--- src/rtl/receive_all_if.sv ---
// Board-to-board receive link: the peer's 4-phase Request/Ack handshake with
// its 6-bit data bus, the decoded message toward GameControl, and the
// receiver's debug view of its FSM.
interface receive_all_if;
    // Handshake (4-phase, return-to-zero):
    //   the sender puts a word on inter_data_in, then raises Request_in;
    //   the receiver samples the word and raises Ack_out;
    //   the sender drops Request_in, and the receiver then drops Ack_out.
    //   inter_data_in is held stable for as long as Request_in is high.
    //   recv_valid, recv_error and interboard_rst_out are single-cycle
    //   strobes with no back-pressure.
    logic       Request_in;
    logic [5:0] inter_data_in;
    logic       Ack_out;

    logic       recv_valid;
    logic [3:0] recv_msg_type;
    logic [4:0] recv_block_x;
    logic [2:0] recv_block_y;
    logic [5:0] recv_card;
    logic [2:0] recv_sel_len;
    logic       recv_move_dir;
    logic       recv_error;
    logic       interboard_rst_out;

    // Debug view: FSM state (0 = WAIT_REQ_UP, 1 = WAIT_REQ_DOWN) and word index.
    logic       dbg_state;
    logic [2:0] dbg_word_idx;

    // Sending side (the peer board, or a testbench).
    modport master (
        output Request_in, inter_data_in,
        input  Ack_out, recv_valid, recv_msg_type, recv_block_x, recv_block_y,
               recv_card, recv_sel_len, recv_move_dir, recv_error,
               interboard_rst_out, dbg_state, dbg_word_idx
    );

    // Receiving side (receive_all).
    modport slave (
        input  Request_in, inter_data_in,
        output Ack_out, recv_valid, recv_msg_type, recv_block_x, recv_block_y,
               recv_card, recv_sel_len, recv_move_dir, recv_error,
               interboard_rst_out, dbg_state, dbg_word_idx
    );
endinterface

--- src/rtl/receive_all.sv ---
// Receive stage for the six-word board-to-board message. It synchronizes the
// peer's Request, acknowledges each word, and reassembles the words into
// parallel fields. It also flags the peer reset word, and aborts a message
// that stalls between words.
module receive_all #(
    parameter int         SYNC_STAGES    = 2,
    parameter int         TIMEOUT_CYCLES = 1000000,
    parameter logic [5:0] RST_WORD       = 6'b111111
) (
    input  logic          clk,
    input  logic          rst,
    receive_all_if.slave  bus
);
    typedef enum logic {
        WAIT_REQ_UP   = 1'b0,
        WAIT_REQ_DOWN = 1'b1
    } state_t;

    localparam int         CW      = (TIMEOUT_CYCLES > 1) ? $clog2(TIMEOUT_CYCLES + 1) : 1;
    localparam bit         WD_EN   = (TIMEOUT_CYCLES != 0);
    localparam logic [CW-1:0] TO_LAST = CW'(TIMEOUT_CYCLES - 1);

    logic [SYNC_STAGES-1:0] sync_q;
    logic                   req_s;

    state_t        state, state_d;
    logic [2:0]    word_idx, idx_d;
    logic [CW-1:0] wd_cnt, cnt_d;
    logic          rst_hs, rst_hs_d;   // current handshake carries the peer reset word
    logic          cap_en;
    logic [2:0]    cap_idx;
    logic          done;
    logic          expire;
    logic          err_d, prst_d;

    // Only the bits each field uses are kept from each captured word.
    logic [3:0] b_msg;
    logic [4:0] b_x;
    logic [2:0] b_y;
    logic [5:0] b_card;
    logic [2:0] b_sel;
    logic       b_dir;

    logic ack_q, valid_q, err_q, prst_q;

    assign req_s = sync_q[SYNC_STAGES-1];

    // Request synchronizer: shift the raw Request through SYNC_STAGES flops.
    always_ff @(posedge clk or posedge rst) begin
        if (rst) sync_q <= '0;
        else     sync_q <= {sync_q[SYNC_STAGES-2:0], bus.Request_in};
    end

    // Next-state logic: handshake sequencing, word counting, watchdog, strobes.
    always_comb begin
        state_d  = state;
        idx_d    = word_idx;
        cnt_d    = wd_cnt;
        rst_hs_d = rst_hs;
        cap_en   = 1'b0;
        cap_idx  = word_idx;
        done     = 1'b0;
        expire   = 1'b0;
        err_d    = 1'b0;
        prst_d   = 1'b0;
        case (state)
            WAIT_REQ_UP: begin
                if (WD_EN && word_idx != 3'd0) begin
                    if (wd_cnt == TO_LAST) begin
                        expire = 1'b1;
                        idx_d  = 3'd0;
                        cnt_d  = '0;
                        err_d  = 1'b1;
                    end else begin
                        cnt_d = wd_cnt + CW'(1);
                    end
                end
                if (req_s) begin
                    // An expiring watchdog wins: the arriving word starts a new message.
                    state_d = WAIT_REQ_DOWN;
                    cnt_d   = '0;
                    cap_idx = expire ? 3'd0 : word_idx;
                    if (cap_idx == 3'd0 && bus.inter_data_in == RST_WORD) begin
                        prst_d   = 1'b1;
                        rst_hs_d = 1'b1;
                    end else begin
                        cap_en   = 1'b1;
                        rst_hs_d = 1'b0;
                    end
                end
            end
            WAIT_REQ_DOWN: begin
                if (!req_s) begin
                    state_d  = WAIT_REQ_UP;
                    rst_hs_d = 1'b0;
                    if (rst_hs) begin
                        idx_d = 3'd0;
                    end else if (word_idx == 3'd5) begin
                        idx_d = 3'd0;
                        done  = 1'b1;
                    end else begin
                        idx_d = word_idx + 3'd1;
                    end
                end
            end
            default: state_d = WAIT_REQ_UP;
        endcase
    end

    // FSM, watchdog and strobe registers. Ack mirrors the next state so it is high exactly in WAIT_REQ_DOWN.
    always_ff @(posedge clk or posedge rst) begin
        if (rst) begin
            state    <= WAIT_REQ_UP;
            word_idx <= 3'd0;
            wd_cnt   <= '0;
            rst_hs   <= 1'b0;
            ack_q    <= 1'b0;
            valid_q  <= 1'b0;
            err_q    <= 1'b0;
            prst_q   <= 1'b0;
        end else begin
            state    <= state_d;
            word_idx <= idx_d;
            wd_cnt   <= cnt_d;
            rst_hs   <= rst_hs_d;
            ack_q    <= (state_d == WAIT_REQ_DOWN);
            valid_q  <= done;
            err_q    <= err_d;
            prst_q   <= prst_d;
        end
    end

    // Word buffer: store the used bits of each captured word in its slot.
    always_ff @(posedge clk or posedge rst) begin
        if (rst) begin
            b_msg  <= '0;
            b_x    <= '0;
            b_y    <= '0;
            b_card <= '0;
            b_sel  <= '0;
            b_dir  <= 1'b0;
        end else if (cap_en) begin
            case (cap_idx)
                3'd0:    b_msg  <= bus.inter_data_in[3:0];
                3'd1:    b_x    <= bus.inter_data_in[4:0];
                3'd2:    b_y    <= bus.inter_data_in[2:0];
                3'd3:    b_card <= bus.inter_data_in;
                3'd4:    b_sel  <= bus.inter_data_in[2:0];
                default: b_dir  <= bus.inter_data_in[0];
            endcase
        end
    end

    // Output fields: load the whole message at completion and hold until the next one.
    always_ff @(posedge clk or posedge rst) begin
        if (rst) begin
            bus.recv_msg_type <= '0;
            bus.recv_block_x  <= '0;
            bus.recv_block_y  <= '0;
            bus.recv_card     <= '0;
            bus.recv_sel_len  <= '0;
            bus.recv_move_dir <= 1'b0;
        end else if (done) begin
            bus.recv_msg_type <= b_msg;
            bus.recv_block_x  <= b_x;
            bus.recv_block_y  <= b_y;
            bus.recv_card     <= b_card;
            bus.recv_sel_len  <= b_sel;
            bus.recv_move_dir <= b_dir;
        end
    end

    assign bus.Ack_out            = ack_q;
    assign bus.recv_valid         = valid_q;
    assign bus.recv_error         = err_q;
    assign bus.interboard_rst_out = prst_q;
    assign bus.dbg_state          = state;
    assign bus.dbg_word_idx       = word_idx;
endmodule

--- src/flat_wrapper.sv ---
// flat-port wrapper written by rule: the top's interface ports become plain ports
module receive_all_flat 
#(
    parameter int         SYNC_STAGES    = 2,
    parameter int         TIMEOUT_CYCLES = 1000000,
    parameter logic [5:0] RST_WORD       = 6'b111111
)
  (clk, rst, bus_Request_in, bus_inter_data_in, bus_Ack_out, bus_recv_valid, bus_recv_msg_type, bus_recv_block_x, bus_recv_block_y, bus_recv_card, bus_recv_sel_len, bus_recv_move_dir, bus_recv_error, bus_interboard_rst_out, bus_dbg_state, bus_dbg_word_idx);
  receive_all_if bus_i ();
  input  logic clk;
  input  logic rst;
  input wire logic [$bits(bus_i.Request_in)-1:0] bus_Request_in;
  input wire logic [$bits(bus_i.inter_data_in)-1:0] bus_inter_data_in;
  output wire logic [$bits(bus_i.Ack_out)-1:0] bus_Ack_out;
  output wire logic [$bits(bus_i.recv_valid)-1:0] bus_recv_valid;
  output wire logic [$bits(bus_i.recv_msg_type)-1:0] bus_recv_msg_type;
  output wire logic [$bits(bus_i.recv_block_x)-1:0] bus_recv_block_x;
  output wire logic [$bits(bus_i.recv_block_y)-1:0] bus_recv_block_y;
  output wire logic [$bits(bus_i.recv_card)-1:0] bus_recv_card;
  output wire logic [$bits(bus_i.recv_sel_len)-1:0] bus_recv_sel_len;
  output wire logic [$bits(bus_i.recv_move_dir)-1:0] bus_recv_move_dir;
  output wire logic [$bits(bus_i.recv_error)-1:0] bus_recv_error;
  output wire logic [$bits(bus_i.interboard_rst_out)-1:0] bus_interboard_rst_out;
  output wire logic [$bits(bus_i.dbg_state)-1:0] bus_dbg_state;
  output wire logic [$bits(bus_i.dbg_word_idx)-1:0] bus_dbg_word_idx;
  assign bus_i.Request_in = bus_Request_in;
  assign bus_i.inter_data_in = bus_inter_data_in;
  assign bus_Ack_out = bus_i.Ack_out;
  assign bus_recv_valid = bus_i.recv_valid;
  assign bus_recv_msg_type = bus_i.recv_msg_type;
  assign bus_recv_block_x = bus_i.recv_block_x;
  assign bus_recv_block_y = bus_i.recv_block_y;
  assign bus_recv_card = bus_i.recv_card;
  assign bus_recv_sel_len = bus_i.recv_sel_len;
  assign bus_recv_move_dir = bus_i.recv_move_dir;
  assign bus_recv_error = bus_i.recv_error;
  assign bus_interboard_rst_out = bus_i.interboard_rst_out;
  assign bus_dbg_state = bus_i.dbg_state;
  assign bus_dbg_word_idx = bus_i.dbg_word_idx;
  receive_all #(.SYNC_STAGES(SYNC_STAGES), .TIMEOUT_CYCLES(TIMEOUT_CYCLES), .RST_WORD(RST_WORD)) u_core (.clk(clk), .rst(rst), .bus(bus_i));
endmodule
--- config.mk ---
export PLATFORM = sky130hd
export DESIGN_NAME = receive_all_flat
export DESIGN_NICKNAME = d
export VERILOG_FILES = /design/src/rtl/receive_all_if.sv /design/src/rtl/receive_all.sv /design/src/flat_wrapper.sv
export SDC_FILE = /design/constraint.sdc
export NUM_CORES = 1
export LEC_CHECK = 0
export CAP_MARGIN = 30
export CORE_MARGIN = 1.5
export CORE_UTILIZATION = 56
export CTS_BUF_LIST = sky130_fd_sc_hd__clkbuf_4 sky130_fd_sc_hd__clkbuf_8
export DETAILED_ROUTE_END_ITERATION = 8
export GPL_ROUTABILITY_DRIVEN = 0
export PLACE_DENSITY = 0.91
export SLEW_MARGIN = 15
export SYNTH_ARGS = -nofsm -noshare
export SYNTH_HDL_FRONTEND = slang
export SYNTH_SLANG_ARGS = --single-unit
--- constraint.sdc ---
create_clock -name clk -period 2.6 [get_ports clk]
set_input_delay 0.52 -clock clk [delete_from_list [all_inputs] [get_ports clk]]
set_output_delay 0.52 -clock clk [all_outputs]
set_load 0.02 [all_outputs]
==> flow_summary.ini <==
[logic_synthesis]
yosys-top-cells-count = dfrtp_1 (74), mux2_2 (44), nor2_1 (24)
synth.cell_area_sq_um = 3270
share_of_synthesized_area_occupied_by_flip_flops_and_latches = 0.566
synth.yosys.warnings = 0
synth-edff-count = 0
synth_top_area_share = 0.566
yosys_most_used_dff = dfrtp_1
synth_nets = 282
synth.distinct_cells = 43
synthesis.instances = 272
yosysTopAreaCell = dfrtp_1
postSynthRegisterBits = 74
synth.avg_cell_area_sq_um = 12.0
synth.area.top_cells = dfrtp_1 (57%), mux2_2 (15%), nor2_1 (2.8%), and4_1 (1.9%), xnor2_1 (1.9%)
synthArstFlopShare = 1.00
post-synth-top-count-cell = dfrtp_1

[global_route]
global_route.overflow_total = 0
globalRouteTotalUtil = 0.241
grt_max_degree = 39
first_pass_grt_wire_length_microns = 11500
number_of_antenna_violations_at_the_first_check_in_global_routing = 0
grt_pass1_vias = 2358

[cells_and_area]
fill_cell_instance_count_of_the_final_layout = 394
num_antenna_cells = 0
register_area_sq_um = 1850
final_util = 0.707
final_net_count = 327
final_layout_size_suffix_gt1_frac = 0.236
final_area_sq_um = 3940
area_of_the_multi_input_gates_sq_um = 1350
area_growth_syn_to_layout_pct = 20.5

[floorplan]
core_area_sq_um = 5570
initial_core_util = 0.587
row_count = 27
die_h_microns = 79.4
number_of_top_level_pins = 39
die_area_sq_um = 6310
die_x_microns = 79.4

[timing]
worst_slack_ns = 0.298
clock-skew-final_ns = 0.0163
period_needed_ns = 2.30
timing.final.crit_share = 0.885
hold_viol_final = 0
rsz_0062_raised_after_global_routing = no
worst_slew_margin_relative_to_its_limit = 0.488
timing.final.max_slew_violations = 0
max_clock_freq_mhz = 434
setup_viol = 0
final_sum_of_negative_setup_slack_ns = 0
worst_slew_pin_slew_ns = 0.762

[detailed_routing]
route.detailed.drc = 0
avgRoutedWirePerCell_microns = 17.2
vias_per_cell = 6.04
routed-via-count = 2381
drt.antenna.violating_nets = 0
drt_pre_antenna_iters = 5
postRouteWirelength_microns = 6770
drt-initial-drc-count = 224

[setup_path]
critPathBufInv = 0
timing.critical_path.cells = or4_4 > nor3_4 > nand2_1 > a21oi_2 > mux2_2
arrival_ns = 2.53
crit-reg2reg-launch = u_core.wd_cnt[13]$_DFFE_PP0P_
critical-path-slowest-cell = or4_4
worst_endpoint_required_time_ns = 2.83
reg2reg_slack_ns = 0.30
cell_class_contributing_the_biggest_share_of_worst_path_delay = simple AND/OR/NAND/NOR gates
critical_path.reg2reg.endpoint = u_core.b_msg[2]$_DFFE_PP0P_
critPathCaptureType = flop
start_kind = flop
critical_path.max_fanout = 6
cp_slowest_stage_delay_ns = 0.58
setup.worst_path.class = reg -> reg
worstSetupEndpoint = u_core.b_msg[2]$_DFFE_PP0P_
cp-startpoint = u_core.wd_cnt[13]$_DFFE_PP0P_
stages_on_the_worst_setup_path = 5
worstRegToRegCells = 5

[cts]
postCtsResizedCells = 0
cts-htree-levels = 3
holdBufCountCts = 0
cts.clk_slew.worst_paths_ns = 0.07
post_cts.repair.setup_buffers = 0
tritoncts.num_buffers = 9
cts_sinks = 74
cts_tree = built
clkLatencyLatePin_ns = 0.35
max-clock-path-buffers = 2
ctsRootBufferMaster = clkbuf_8

[flow_run]
max_cap_viol_count = 0

[place]
placement.cell_area_sq_um = 3760
placed_wire_length_estimate_after_detailed_placement_microns = 4760
place_worst_setup_slack_ns = 0.357
placement.io_buffers = 38

[run_status]
run_status = finished, final reports clean

[power_and_ir_drop]
fin_total_pwr_mw = 3.60
power.ir.vdd_worst_mv = 0.697
leakagePower_nw = 1.71
pwr_density_cell_nw_per_um2 = 913

[min_path]
hold_path_depth = 0
min-delay-path-class = reg -> reg
==> kinds of logic (layout without fill, tap and decap cells) <==
group,Yosys count,in the layout,share of synthesized area
AND/OR/NAND/NOR,98,98,0.169
flip-flops,74,74,0.566
multiplexers,44,44,0.151
AO/OA/AOI/OAI,24,24,0.0516
buffers and inverters,17,67,0.0210
XOR/XNOR,14,14,0.0375
adder cells (fa/ha/maj),1,1,0.00382
==> per-layer routing <==
| metal | part of all wire | global-route usage | up-vias | routed length [microns] |
|---|---|---|---|---|
| met5 | 0 | 0 | - | 0 |
| met4 | 0.024 | 0.105 | 0 | 165 |
| met3 | 0.050 | 0.0457 | 23 | 337 |
| met2 | 0.47 | 0.372 | 101 | 3200 |
| met1 | 0.45 | 0.333 | 1180 | 3070 |
| li1 | - | - | 1077 | - |
==> power breakdown <==
| part | leakage (nW) | switching, mW | internal (mW) |
|---|---|---|---|
| clock network | 0.0869 | 0.438 | 0.366 |
| registers | 0.958 | 0.232 | 1.49 |
| logic | 0.666 | 0.486 | 0.582 |
| total | 1.71 | 1.16 | 2.44 |
==> per-stage QoR <==
stage	hold WS (ns)	instances
floorplan	0.331	272
global placement	0.333	378
detailed placement	0.350	378
CTS	0.364	394
global route	0.377	394
finish	0.366	394
==> area by class of cell <==
type | count | share of cell area
timing repair buffer | 45 | 0.113
multi-input combinational | 181 | 0.343
inverter | 6 | 0.00571
sequential | 74 | 0.470
tap | 72 | 0.0228
clock inverter | 6 | 0.0127
clock buffer | 10 | 0.0333
==> worst register-to-register path: stages, from the launching register on <==
cell	delay [ns]
dfrtp_1	0.46
or4_4	0.58
nor3_4	0.30
nand2_1	0.17
a21oi_2	0.31
mux2_2	0.38
==> state kept, by name, summed over array words and instances, names as in the netlist, 2 cells and up <==
name	count
u_core.b_y	3
u_core.bus.dbg_word_idx	3
u_core.b_card	6
u_core.bus.recv_block_x	5
u_core.bus.recv_msg_type	4
u_core.sync_q	2
u_core.wd_cnt	20
u_core.b_sel	3
u_core.b_x	5
u_core.b_msg	4
u_core.bus.recv_sel_len	3
u_core.bus.recv_card	6
u_core.bus.recv_block_y	3
==> worst min-delay path by stage <==
stage | slack, ns | endpoint | from
floorplan | 0.33 | u_core.sync_q[1]$_DFF_PP0_ | u_core.sync_q[0]$_DFF_PP0_
global placement | 0.33 | u_core.sync_q[1]$_DFF_PP0_ | u_core.sync_q[0]$_DFF_PP0_
detailed placement | 0.35 | u_core.sync_q[1]$_DFF_PP0_ | u_core.sync_q[0]$_DFF_PP0_
CTS | 0.36 | u_core.sync_q[1]$_DFF_PP0_ | u_core.sync_q[0]$_DFF_PP0_
global route | 0.38 | u_core.sync_q[1]$_DFF_PP0_ | u_core.sync_q[0]$_DFF_PP0_
finish | 0.37 | u_core.sync_q[1]$_DFF_PP0_ | u_core.sync_q[0]$_DFF_PP0_
==> layout by cell type (no fill, tap or decap), drive strengths merged, types with 2 or more instances in the layout <==
cell	count
inv	8
nand3	12
clkdlybuf4s50	38
and4	8
a31oi	2
a21oi	5
nand4	5
dfrtp	74
nor2	24
or4	3
or3	3
or4b	2
nor4b	2
nor3b	2
clkinv	2
nor3	10
a31o	2
o21ai	5
clkbuf	10
mux2	44
a22o	3
xor2	7
nand4b	2
nand2	15
buf	7
o31ai	2
nor4	4
xnor2	7
nand3b	2
clkinvlp	2
Power figures use the tool's default switching activity.
